==> src/rtl/uart_tx_core.sv <==
// UART transmit serializer: a one-entry holding register feeds a start/data/parity/stop
// shifter. Every bit boundary is paced by the shared baud_tick strobe.
module uart_tx_core #(
    parameter int DATA_BITS  = 8,
    parameter int PARITY_EN  = 0,
    parameter int PARITY_ODD = 0,
    parameter int STOP_BITS  = 1
) (
    input  logic       clk,
    input  logic       rst,
    input  logic       baud_tick,
    input  logic       tx_valid,
    input  logic [7:0] tx_data,
    output logic       tx_ready,
    output logic       tx,
    output logic       busy,
    output logic       tx_done
);
    typedef enum logic [2:0] {IDLE, START, DATA, PARITY, STOP} state_t;

    localparam logic [7:0] DATA_MASK = 8'hFF >> (8 - DATA_BITS);
    localparam logic [2:0] LAST_BIT  = 3'(DATA_BITS - 1);
    localparam logic       LAST_STOP = 1'(STOP_BITS - 1);
    localparam logic       PAR_INV   = 1'(PARITY_ODD);

    state_t     state, state_next;
    logic [7:0] hold, shifter, hold_masked;
    logic       hold_full, par_bit, stop_cnt;
    logic [2:0] bit_cnt;
    logic       last_data, last_stop, load, tx_next, done_next;

    assign hold_masked = hold & DATA_MASK;
    assign last_data   = (bit_cnt == LAST_BIT);
    assign last_stop   = (stop_cnt == LAST_STOP);
    assign tx_ready    = !hold_full;
    assign busy        = (state != IDLE);

    always_ff @(posedge clk) begin
        if (rst) state <= IDLE;
        else     state <= state_next;
    end

    always_comb begin
        state_next = state;
        if (baud_tick) begin
            case (state)
                IDLE:    if (hold_full) state_next = START;
                START:   state_next = DATA;
                DATA:    if (last_data) state_next = (PARITY_EN != 0) ? PARITY : STOP;
                PARITY:  state_next = STOP;
                STOP:    if (last_stop) state_next = hold_full ? START : IDLE;
                default: state_next = IDLE;
            endcase
        end
    end

    // tx is registered, so this computes the level the line takes after the edge.
    always_comb begin
        tx_next   = tx;
        done_next = 1'b0;
        load      = 1'b0;
        if (baud_tick) begin
            done_next = (state == STOP) && last_stop;
            load      = hold_full && ((state == IDLE) || done_next);
            case (state_next)
                START:   tx_next = 1'b0;
                DATA:    tx_next = (state == START) ? shifter[0] : shifter[1];
                PARITY:  tx_next = par_bit;
                default: tx_next = 1'b1;
            endcase
        end
    end

    always_ff @(posedge clk) begin
        if (rst) begin
            tx        <= 1'b1;
            tx_done   <= 1'b0;
            hold      <= '0;
            hold_full <= 1'b0;
            shifter   <= '0;
            par_bit   <= 1'b0;
            bit_cnt   <= '0;
            stop_cnt  <= 1'b0;
        end else begin
            tx      <= tx_next;
            tx_done <= done_next;
            // load needs hold_full, so an accept can never coincide with a frame start.
            if (load) begin
                shifter   <= hold_masked;
                par_bit   <= (^hold_masked) ^ PAR_INV;
                hold_full <= 1'b0;
            end else if (tx_valid && !hold_full) begin
                hold      <= tx_data;
                hold_full <= 1'b1;
            end
            if (baud_tick && state == START) begin
                bit_cnt <= '0;
            end else if (baud_tick && state == DATA && !last_data) begin
                bit_cnt <= bit_cnt + 3'd1;
                shifter <= shifter >> 1;
            end
            if (baud_tick && state != STOP && state_next == STOP)
                stop_cnt <= 1'b0;
            else if (baud_tick && state == STOP && !last_stop)
                stop_cnt <= stop_cnt + 1'b1;
        end
    end
endmodule

==> config.mk <==
export PLATFORM = sky130hd
export DESIGN_NAME = uart_tx_core
export DESIGN_NICKNAME = d
export VERILOG_FILES = /design/src/rtl/uart_tx_core.sv
export SDC_FILE = /design/constraint.sdc
export NUM_CORES = 1
export LEC_CHECK = 0
export BUFFER_PORTS_ARGS = -buffer_cell sky130_fd_sc_hd__buf_2
export CAP_MARGIN = 20
export CORE_ASPECT_RATIO = 1.5
export CORE_UTILIZATION = 55
export CTS_BUF_LIST = sky130_fd_sc_hd__clkbuf_4 sky130_fd_sc_hd__clkbuf_8
export CTS_CLUSTER_SIZE = 30
export DETAILED_ROUTE_END_ITERATION = 16
export PLACE_DENSITY = 0.86
export REMOVE_ABC_BUFFERS = 1
export SLEW_MARGIN = 0
export SYNTH_ARGS = -nofsm -noshare
export SYNTH_HDL_FRONTEND = slang
export SYNTH_SLANG_ARGS = --single-unit
==> constraint.sdc <==
create_clock -name clk -period 2.4 [get_ports clk]
set_input_delay 0.12 -clock clk [delete_from_list [all_inputs] [get_ports clk]]
set_output_delay 0.12 -clock clk [all_outputs]
set_load 0.005 [all_outputs]
Word-level counts from Yosys, hierarchy flattened
Index checks and enable logic that the tools add are counted.

cells by class
  reductions and logical operators = 21
  bitwise logic cells = 3
  mux-type cells = 12
  equality and inequality tests = 10
  $add $sub $neg = 2

operator list
  kind                                                              count
  8-bit two-way mux                                                 3
  3-bit case mux with 5 select lines                                1
  3-bit by 2-bit == test with 1-bit output (second input constant)  4
  3-bit two-way mux                                                 4
  1-bit logical AND                                                 10
  3-bit == test (second input constant)                             3
  2-bit OR reduction                                                4
  8-bit parity                                                      1
  3-bit by 1-bit == test with 1-bit output (second input constant)  2
  3-bit by 1-bit adder with 3-bit output (second input constant)    1
  3-bit logical NOT                                                 1
  1-bit two-way mux                                                 3
  3-bit != test (second input constant)                             1
  1-bit inverter                                                    3
  1-bit case mux with 3 select lines                                1
  3-bit nonzero test                                                1
  1-bit logical NOT                                                 2
  2-bit AND reduction                                               1
  1-bit adder (second input constant)                               1
  1-bit logical OR                                                  1

word-level totals
  register bits = 27
  output and inout bits = 4
  input port bits = 12

Logic depth before layout (Yosys ltp)
  depth in word-level cells = 8
  depth in mapped cells = 7

Least setup slack after synthesis
No wires, ideal clock.

  path type = reg-to-reg
  start point = register bit_cnt[0]
  end point = register tx
  required time = 2270 ps
  cell stages (with the launch flop) = 7
  arrival = 1553 ps
  slack = 718 ps
  period minus slack after synthesis = 1682 ps
  library setup time = 130 ps
  path through = dfxtp_1 ha_1 ha_1 or4b_1 and3_4 o211ai_2 a31oi_1

on the way
  cells in the longest elaborated chain, start to end = 6
  elaborated cells on any way between the ends = 8
  those cells by class = 4 x eq/ne; 4 x mux

ends and longest elaborated chain
  item                                                                                                  RTL line  RTL
  start: declaration                                                                                    29        logic [2:0] bit_cnt;
  start signal: assignment                                                                              99        bit_cnt <= bit_cnt + 3'd1;
  3-bit == test (*)                                                                                     33        assign last_data = (bit_cnt == LAST_BIT);
  3-bit two-way mux (*)                                                                                 49        DATA: if (last_data) state_next = (PARITY_EN != 0) ? PARITY : STOP;
  3-bit case mux with 5 select lines (*)                                                                46        case (state)
  3-bit two-way mux (*)                                                                                 45        if (baud_tick) begin
  3-bit by 2-bit == test with 1-bit output or 3-bit by 1-bit == test with 1-bit output (tied branches)  65        case (state_next)
  1-bit case mux with 3 select lines (*)                                                                65
  end signal: assignment                                                                                85        tx <= tx_next;
  end: declaration                                                                                      15        output logic tx,

Every way passes the cells marked *; elsewhere a longest branch is shown, timed or not.
A chain may end at the register's enable or synchronous reset.

Worst setup path after layout
  start point = register bit_cnt[0]
  end point = register bit_cnt[2]

on the way
  cells in the longest elaborated chain, start to end = 3
  elaborated cells on any way between the ends = 4
  those cells by class = 1 x add/sub; 1 x eq/ne; 2 x reduce/logical

ends and longest elaborated chain
  item
  branches (longest 3 deep; another with 3-bit by 1-bit adder with 3-bit output)

Parallel ways; which one is timed is not known.

==> summary.md <==
| Metric | Value |
|---|---|
| Final setup violation count | `0` |
| Seq. cell area | `about 520 um2` |
| CP max-delay cell | `nand4b_2` |
| CP cell instances | `ha_1 > ha_1 > nor2_1 > nand4b_2 > mux2i_1 > nor2_1` |
| Top cells by area, synth | `dfxtp_1 45%, mux2i_1 9.5%, nor2_1 7.8%` |
| RePlAce Congestion | `0.666` |
| GR Util met1 | `25.2%` |
| Layout cells sized above 1 | `22.2%` |
| Worst-path fanout max | `18` |
| Async SR Flop Fraction | `0%` |
| Register area share after synthesis | `45.0%` |
| Crit path kind | `register to register` |
| Placeable Area | `2000 um2` |
| Mapped Cells | `approximately 120` |
| Main combinational cell family by area after synthesis | `simple AND/OR/NAND/NOR gates` |
| Worst setup SP type | `register` |
| Area growth syn-to-layout | `8.76%` |
| CP Capture Type | `register` |
| Initial Util | `57.8%` |
| Drt drc | `0` |
| Routed Wire Length | `2110 um` |
| Die Y | `58.2 um` |
| Routed vias/inst | `5.70` |
| Diode count | `0` |
| Largest net degree at the start of global routing | `25` |
| Final Hold Fails | `0` |
| Post-synth top area share | `45.0%` |
| CTS Buffer Depth | `2` |
| CP required | `2.63 ns` |
| Slack of the worst reg-to-reg path | `0.53 ns` |
| Post-Synth Adder-Cell Area | `2.16%` |
| R2R Path End | `bit_cnt[2]` |
| Post-layout nets | `150` |
| CTS H-tree depth | `1` |
| Clock Latency Late Sink | `0.32 ns` |
| Reg power frac | `59.8%` |
| Number of routed nets with antenna violations | `0` |
| Status | `complete, no violations` |
| Max Slew Vio Count | `0` |
| Tot GR Track Use | `22.5%` |
| Total CTS buffers | `3` |
| Vias in the first global route | `around 870` |
| Max-cap violations | `0` |
| CTS Root Buffer Type | `clkbuf_4` |
| Final Skew | `about 0.0042 ns` |
| Mux share of post-synthesis cell area | `about a tenth` |
| Int Power | `592 uW` |
| Worst slew margin | `approximately 66%` |
| Synth cell types | `33` |
| DR iter-0 viols | `20` |
| FF-to-FF Start | `bit_cnt[0]` |
| Row count | `20` |
| Post-layout min period | `around 1.9 ns` |
| Lkg Pwr | `0.561 nW` |
| Antenna violations before repair | `0` |
| Switch Pwr | `between 150 and 200 uW` |
| FF+latch count, synth | `26` |
| HPWL reported at the end of detailed placement | `1510 um` |
| WHS Path Cells | `3` |
| Design Power | `784 uW` |
| Min-delay src | `tx_data[3]` |
| DR vias | `slightly below 900` |
| Max Clk Rate | `0.536 GHz` |
| Met2 Resource Use GR | `38.4%` |
| Simple-gate portion of the synthesized area | `25.3%` |
| Gr ovfl total | `0` |
| # clock sinks | `26` |
| Net Sw Frac | `between 20% and 30%` |
| Combinational power share | `12.4%` |
| Clk pwr share | `27.8%` |
| Hold WC Path Type | `input port to register` |
| Post-CTS repair timing setup buffer count | `0` |
| Pwr per Cell Area | `623 nW/um2` |
| Post-synth EDFFs | `0` |
| Hold worst-path end | `hold[3]` |
| Xor and xnor area share after synthesis | `0.757%` |
| RSZ-0062 raised after global routing | `no` |
| Syn Area/Cell | `9.41 um2` |
| Global-route wire length before repair | `3580 um` |
| Ys Warns | `0` |
| Resized cells post-CTS | `0` |
| Peak VDD IR | `roughly 470 uV` |
| Area of the multi-input gates | `approximately 580 um2` |
| CTS tree | `yes` |
| # hold bufs at CTS | `0` |
| I/O pins | `16` |
| Critical path's largest stage delay | `0.45 ns` |
| Drt wl/cell | `between 10 and 15 um` |
| Met3 usage | `2.68%` |
| Pre-antenna DRT Iters | `3` |
| Slew at the pin closest to its max-slew limit | `0.513 ns` |
| Global route hottest layer | `met2` |
| Die Area | `between 2000 and 2500 um2` |
| Synth Flop Type | `dfxtp_1` |
| Largest area contributor in the netlist | `dfxtp_1` |
| Fin crit share | `77.7%` |
| Post-Syn Area | `1160 um2` |
| Chip width | `39.5 um` |
| Final TNS setup | `0 ns` |
| R2R cell count | `6` |
| Fill count | `~170` |
| Clock transition at the registers of the reported paths | `~0.13 ns` |
| Worst EP arrival | `2.09 ns` |
| Post-synthesis compound-gate area fraction | `11.5%` |
| Number of buffers added on ports | `15` |
[registers in the layout (all words and copies together) (netlist names)]
register,cells
hold,8
shifter,8
bit_cnt,3
state,3
hold_full,1
stop_cnt,1
tx,1
tx_done,1
[per-layer routing]
metal | wire length [um] | vias to the layer above
li1 | - | 452
met1 | 872 | 420
met2 | 1140 | 16
met3 | 33 | 7
met4 | 68 | 0
met5 | 0 | -
[Yosys cell counts, types with 2 or more instances]
cell type	n
mux2i_1	11
nand2_1	16
a311oi_1	4
a21oi_1	2
nor2_1	24
dfxtp_1	26
clkbuf_1	3
ha_1	2
buf_2	3
nor3b_1	2
nand2b_1	2
a311oi_2	3
inv_1	3
nor3_1	3
[placed cells by master, fill, tap and decap left out, types with 2 or more instances in the layout]
master and count:
nand2_1 16, inv_1 3, nor3_1 3, buf_2 15, nor3b_1 2, a311oi_2 3
nand2b_1 2, a311oi_1 4, mux2i_1 11, ha_1 2, a21oi_1 2, nor2_1 24
clkbuf_4 3, dfxtp_1 26
[layout make-up]
type	count	area share [%]
multi-input combinational	86	46.1
sequential	26	41.4
tap	22	2.19
inverter	3	0.895
clock buffer	4	2.88
timing repair buffer	16	6.56
[worst max-delay path, delay by kind of cell, from the launching register on]
| kind | cells | cell delay, ns |
|---|---|---|
| adder cells (fa/ha/maj) | 2 | 0.39 |
| flip-flops | 1 | 0.35 |
| AND/OR/NAND/NOR | 3 | 0.69 |
| multiplexers | 1 | 0.34 |
[power groups by stage]
| stage | logic [mW] | registers [mW] | clock network (mW) |
|---|---|---|---|
| 4_1_cts | 0.0978 | 0.468 | 0.221 |
| 3_5_place_dp | 0.0975 | 0.477 | 0 |
| 5_1_grt | 0.108 | 0.471 | 0.235 |
| 3_3_place_gp | 0.0928 | 0.476 | 0 |
| 2_1_floorplan | 0.0643 | 0.473 | 0 |
| 6_report | 0.0971 | 0.469 | 0.218 |
[cell families after synthesis]
kind of cell,Yosys count
AND/OR/NAND/NOR,57
flip-flops,26
AO/OA/AOI/OAI,14
multiplexers,12
buffers and inverters,11
adder cells (fa/ha/maj),2
XOR/XNOR,1
[metrics by stage]
| step | utilization, % | setup WS, ns | cells | instance area (um2) | hold slack [ns] |
|---|---|---|---|---|---|
| final | 62.9 | 0.535 | 157 | 1260 | 0.0219 |
| after global routing | 62.9 | 0.360 | 157 | 1260 | 0.00956 |
| after CTS | 62.9 | 0.513 | 157 | 1260 | 0.0210 |
| after detailed placement | 61.1 | 0.530 | 153 | 1220 | 0.363 |
| after global placement | 61.1 | 0.669 | 153 | 1220 | 0.355 |
| after floorplan | - | 0.718 | 115 | 1110 | 0.188 |
[worst max path at each step]
stage                    start         end  slack [ns]  depth (start not counted)
detailed placement  bit_cnt[0]  bit_cnt[2]        0.53                          6
global route        bit_cnt[0]  bit_cnt[2]        0.36                          6
finish              bit_cnt[0]  bit_cnt[2]        0.53                          6
CTS                 bit_cnt[0]  bit_cnt[2]        0.51                          6
global placement    bit_cnt[0]          tx        0.67                          6
floorplan           bit_cnt[0]          tx        0.72                          6
Power figures use the tool's default switching activity.
